==> src/rtl/wallace_mul_sched.sv <==
// Round-robin scheduler for two requesters sharing one external signed 32x32 multiplier.
// Results are held in a credit-protected FIFO; a halt/drain handshake quiesces the datapath.
module wallace_mul_sched #(
  parameter int unsigned MUL_LAT    = 0,
  parameter int unsigned FIFO_DEPTH = 4
) (
  input  logic        clk,
  input  logic        rst,
  input  logic        req0_valid,
  output logic        req0_ready,
  input  logic [31:0] req0_x,
  input  logic [31:0] req0_y,
  input  logic        req0_hi,
  input  logic        req1_valid,
  output logic        req1_ready,
  input  logic [31:0] req1_x,
  input  logic [31:0] req1_y,
  input  logic        req1_hi,
  output logic [31:0] mul_x,
  output logic [31:0] mul_y,
  input  logic [63:0] mul_r,
  output logic        rsp_valid,
  input  logic        rsp_ready,
  output logic        rsp_id,
  output logic [31:0] rsp_data,
  input  logic        halt_req,
  output logic        halt_ack,
  output logic [31:0] issue_cnt
);

  localparam int unsigned SLEN = MUL_LAT + 1;
  localparam int unsigned PW   = (FIFO_DEPTH > 1) ? $clog2(FIFO_DEPTH) : 1;
  localparam int unsigned CW   = PW + 1;
  localparam int unsigned OW   = $clog2(FIFO_DEPTH + SLEN + 1) + 1;

  typedef enum logic [1:0] {RUN, DRAIN, HALTED} state_t;
  typedef struct packed { logic id; logic hi; } tag_t;
  typedef struct packed { logic id; logic [31:0] data; } rsp_t;

  state_t          state_q, state_d;
  logic            rr_q;
  logic [SLEN-1:0] inf_v_q;
  tag_t            inf_tag_q [SLEN];
  rsp_t            fifo_q [FIFO_DEPTH];
  logic [PW-1:0]   wr_ptr_q, rd_ptr_q;
  logic [CW-1:0]   fifo_cnt_q;

  logic [OW-1:0]   inflight_c, outstanding_c;
  logic            can_issue_c, grant_c, accept_c, capture_c, pop_c;
  tag_t            issue_tag_c;
  rsp_t            cap_entry_c;

  // Products in the multiplier pipeline plus results queued must fit the FIFO.
  always_comb begin
    inflight_c = '0;
    for (int i = 0; i < int'(SLEN); i++) begin
      inflight_c = inflight_c + OW'(inf_v_q[i]);
    end
  end

  assign outstanding_c = inflight_c + OW'(fifo_cnt_q);
  assign can_issue_c   = !rst && (state_q == RUN) && !halt_req &&
                         (outstanding_c < OW'(FIFO_DEPTH));
  assign grant_c       = req1_valid && (!req0_valid || rr_q);
  assign req0_ready    = can_issue_c && !grant_c;
  assign req1_ready    = can_issue_c && grant_c;
  assign accept_c      = (req0_valid && req0_ready) || (req1_valid && req1_ready);

  always_comb begin
    issue_tag_c    = '0;
    issue_tag_c.id = grant_c;
    issue_tag_c.hi = grant_c ? req1_hi : req0_hi;
  end

  assign capture_c = inf_v_q[MUL_LAT];
  always_comb begin
    cap_entry_c      = '0;
    cap_entry_c.id   = inf_tag_q[MUL_LAT].id;
    cap_entry_c.data = inf_tag_q[MUL_LAT].hi ? mul_r[63:32] : mul_r[31:0];
  end

  assign rsp_valid = (fifo_cnt_q != '0);
  assign rsp_id    = fifo_q[rd_ptr_q].id;
  assign rsp_data  = fifo_q[rd_ptr_q].data;
  assign pop_c     = rsp_valid && rsp_ready;

  // Operand issue, round-robin pointer and in-flight tag pipeline.
  always_ff @(posedge clk or posedge rst) begin
    if (rst) begin
      mul_x     <= '0;
      mul_y     <= '0;
      rr_q      <= 1'b0;
      issue_cnt <= '0;
      inf_v_q   <= '0;
      for (int i = 0; i < int'(SLEN); i++) inf_tag_q[i] <= '0;
    end else begin
      inf_v_q[0]   <= accept_c;
      inf_tag_q[0] <= issue_tag_c;
      for (int i = 1; i < int'(SLEN); i++) begin
        inf_v_q[i]   <= inf_v_q[i-1];
        inf_tag_q[i] <= inf_tag_q[i-1];
      end
      if (accept_c) begin
        mul_x     <= grant_c ? req1_x : req0_x;
        mul_y     <= grant_c ? req1_y : req0_y;
        rr_q      <= !grant_c;
        issue_cnt <= issue_cnt + 32'd1;
      end
    end
  end

  // Result FIFO; overflow cannot happen because issue is credit-limited.
  always_ff @(posedge clk or posedge rst) begin
    if (rst) begin
      wr_ptr_q   <= '0;
      rd_ptr_q   <= '0;
      fifo_cnt_q <= '0;
      for (int i = 0; i < int'(FIFO_DEPTH); i++) fifo_q[i] <= '0;
    end else begin
      if (capture_c) begin
        fifo_q[wr_ptr_q] <= cap_entry_c;
        wr_ptr_q         <= wr_ptr_q + PW'(1);
      end
      if (pop_c) rd_ptr_q <= rd_ptr_q + PW'(1);
      fifo_cnt_q <= fifo_cnt_q + CW'(capture_c) - CW'(pop_c);
    end
  end

  always_ff @(posedge clk or posedge rst) begin
    if (rst) begin
      state_q  <= RUN;
      halt_ack <= 1'b0;
    end else begin
      state_q  <= state_d;
      halt_ack <= (state_d == HALTED);
    end
  end

  always_comb begin
    state_d = state_q;
    case (state_q)
      RUN:     if (halt_req) state_d = DRAIN;
      DRAIN: begin
        if (!halt_req)                                   state_d = RUN;
        else if ((inflight_c == '0) && (fifo_cnt_q == '0)) state_d = HALTED;
      end
      HALTED:  if (!halt_req) state_d = RUN;
      default: state_d = RUN;
    endcase
  end

endmodule
==> config.mk <==
export PLATFORM = sky130hd
export DESIGN_NAME = wallace_mul_sched
export DESIGN_NICKNAME = d
export VERILOG_FILES = /design/src/rtl/wallace_mul_sched.sv
export SDC_FILE = /design/constraint.sdc
export NUM_CORES = 1
export LEC_CHECK = 0
export ABC_AREA = 1
export ABC_CLOCK_PERIOD_IN_PS = 14900
export CORE_ASPECT_RATIO = 2
export CORE_MARGIN = 1.5
export CORE_UTILIZATION = 40
export CTS_CLUSTER_DIAMETER = 80
export DETAILED_ROUTE_END_ITERATION = 8
export PLACE_DENSITY = 0.69
export REMOVE_ABC_BUFFERS = 1
export SLEW_MARGIN = 0
export SYNTH_ARGS = -nofsm -noshare
export SYNTH_HDL_FRONTEND = slang
export SYNTH_SLANG_ARGS = --single-unit
==> constraint.sdc <==
create_clock -name clk -period 14.9 [get_ports clk]
set_input_delay 2.98 -clock clk [delete_from_list [all_inputs] [get_ports clk]]
set_output_delay 2.98 -clock clk [all_outputs]
set_load 0.03 [all_outputs]
==> flow_summary.yaml <==
outcome:
  status: "complete, no violations"
floorplan:
  dieHeight_um: 247
  io_pins: 333
  core_region_area_sq_um: 29400
  start_util: 0.405
  die_area_sq_um: 30900
  die_width_um: 125
  rows: 89
logic_synthesis:
  syn_inst: 1468
  ys_seq_area_frac: 0.509
  ys_types: 30
  yosysWarnings: 0
  postSynthAreaPerCell_sq_um: 8.11
  synth_top_area_frac: 0.509
  ys_ff_latch: 242
  synth_area_leaders: "dfrtp_1 51%, nand2_1 21%, mux2i_1 5.4%"
  synthesis.area_sq_um: 11900
  yosys.area.top_type: "dfrtp_1"
timing:
  setup_viol: 0
  post-route-period-util: 0.557
  rsz0062_at_grt: "false"
  setup_tns_ps: 0
  max_slew_margin: 0.302
  drv_slew: 0
  period_minus_slack_ps: 8310
  hold_viol_final: 0
  clock_skew_ps: 13.4
  worstMarginPinSlew_ps: 1050
  fmax_mhz: 120
route:
  vias: 10800
  drt-pass1-iter-count: 5
  drc: 0
  initialDrtViolationCount: 584
  routed_wl_um: 35600
  routedWlPerCell_um: 16.6
  final_antenna_net_count: 0
  post_drt_via_cell_ratio: 5.03
setup_path:
  critPathCaptureType: "primary output"
  startpoint_type: "primary input"
  cp_max_fo: 66
  critPathTopFamily: "buffers and inverters"
  path_cells: "clkdlybuf4s50_1, nand2_1, nand2_4, buf_4, nor2_1, clkdlybuf4s50_1"
  cp_data_required_time_ps: 11920
  crit_buf_inv: 3
  crit_type: "in2out"
  crit_path_frequent_cell: "clkdlybuf4s50_1"
  cpMaxStageDelayCell: "buf_4"
  arrival_ps: 5330
  cpPeakStageDelay_ps: 800
placed_design:
  dp_hpwl_um: 24200
  place_congestion: 0.837
  io_buffer_count: 332
  placedCellCount: 2105
clock_tree:
  clk_latency_ps: 530
  post-cts-setup-buffer-count: 0
  cts_tree: "yes"
  clockBufferDepth: 3
  numCtsBuffers: 23
  htree_levels: 1
  numClockSinks: 242
  cts-hold-fix-buffers: 0
  clk_pin_slew_ps: 60
  cts_resized: 0
  cts.root.buffer_cell: "clkbuf_16"
global_route:
  grt_max_degree: 112
  track_usage: 0.228
  grt_antenna_before_repair: 1
  grt_pass1_vias: 10800
  grt_overflow: 0
  grt_pass1_wl_um: 56800
finish:
  regArea_sq_um: 6060
  num-fill-cells: 2739
  area_growth_pct: 36.2
  layout_commonest_cell: "nand2_1"
  nets: 1975
  drive_gt1_frac: 0.0572
  fin_cells: 2148
  final_cell_mix: "660 x nand2_1, 332 x clkdlybuf4s50_1, 241 x dfrtp_1, 120 x nor2_1, 103 x o21ai_0"
  multi_input_area_sq_um: 5310
  utilization: 0.552
pwr:
  power_density_nw_per_um2: 191
  ir_worst_vdd_mv: 0.105
  leakagePower_nw: 7.54
min_path:
  min-delay-path-class: "reg2reg"
run:
  drv_cap: 0
## where the power goes
part / internal, W / total [W] / switching, W / leakage, nW
logic: 0.000569 / 0.00142 / 0.000853 / 4.35
clock network: 0.000334 / 0.000595 / 0.000262 / 0.360
registers: 0.000927 / 0.00108 / 0.000149 / 2.83
total: 0.00183 / 0.00309 / 0.00126 / 7.54
## registers in the layout (all words and copies together) (netlist names)
register	count
fifo_cnt_q	3
state_q	2
halt_ack	1
rr_q	1
inf_tag_q	1
issue_cnt	32
cap_entry_c	1
fifo_q	132
wr_ptr_q	2
mul_y	32
capture_c	1
rd_ptr_q	2
mul_x	32
## synthesized netlist by cell type
cell and instances:
nand2_1 660, dfrtp_1 242, nor2_1 120, o21ai_0 103
mux2i_1 64, clkbuf_1 50, inv_1 44, o21ai_1 35
o22ai_1 33, mux2_2 32, buf_2 14, xor2_1 13
nand3_1 12, buf_6 9, ha_1 8, nand3b_1 5
nor2_2 5, o21ai_2 3, xnor2_1 3, a211oi_1 2
buf_4 2, a21oi_1 1, clkbuf_2 1, clkbuf_4 1
fa_1 1, inv_2 1, nand2_2 1, nand3_2 1
nor3_1 1, o211ai_2 1
## worst paths after layout
kind / slack, ps / cells past startpoint / start / endpoint
worst max-delay path: 6590 / 6 / req0_valid / req1_ready
min in group asynchronous: 3090 / 2 / rst / mul_y[12]$_DFFE_PP0P_
worst max register to register: 12140 / 8 / fifo_cnt_q[1]$_DFF_PP0_ / mul_x[9]$_DFFE_PP0P_
max in group asynchronous: 10380 / 3 / rst / mul_y[9]$_DFFE_PP0P_
worst min register to register: 470 / 2 / fifo_q[78]$_DFFE_PP0P_ / fifo_q[78]$_DFFE_PP0P_
worst min-delay path: 470 / 2 / fifo_q[78]$_DFFE_PP0P_ / fifo_q[78]$_DFFE_PP0P_
## kinds of logic after synthesis
kind of cell / synth area share
adder cells (fa/ha/maj): 0.0101
AO/OA/AOI/OAI: 0.0803
flip-flops: 0.509
multiplexers: 0.0841
AND/OR/NAND/NOR: 0.259
XOR/XNOR: 0.0118
buffers and inverters: 0.0467
## routing by layer
layer | GRT usage | routed length [um] | up-vias
met5 | 0 | 0 | -
met4 | 0.0735 | 1010 | 0
met3 | 0.0413 | 2240 | 58
met2 | 0.430 | 18900 | 337
met1 | 0.258 | 13500 | 5146
li1 | - | - | 5264
## through the flow
stage | hold slack (ps) | total power (W) | setup slack (ps) | area, sq um
floorplan | 444 | 0.00190 | 5280 | 11500
global placement | 456 | 0.00249 | 6610 | 15500
detailed placement | 460 | 0.00252 | 6580 | 15500
CTS | 477 | 0.00313 | 6570 | 16200
global route | 490 | 0.00328 | 6470 | 16200
finish | 474 | 0.00309 | 6590 | 16200
## final cells by class
class,instances,area share
diodes,1,0.000154
flip-flops and latches,242,0.374
clock buffers,34,0.0417
multi-input cells,1104,0.327
clock inverters,8,0.00486
repair buffers,350,0.213
well taps,364,0.0281
inverters,45,0.0109
## worst min-delay path, stage by stage, from the launching register on
cell	delay, ps
dfrtp_1	340
nand2_1	50
nand2_1	50
Note: power is estimated with default switching activity, not from simulation.
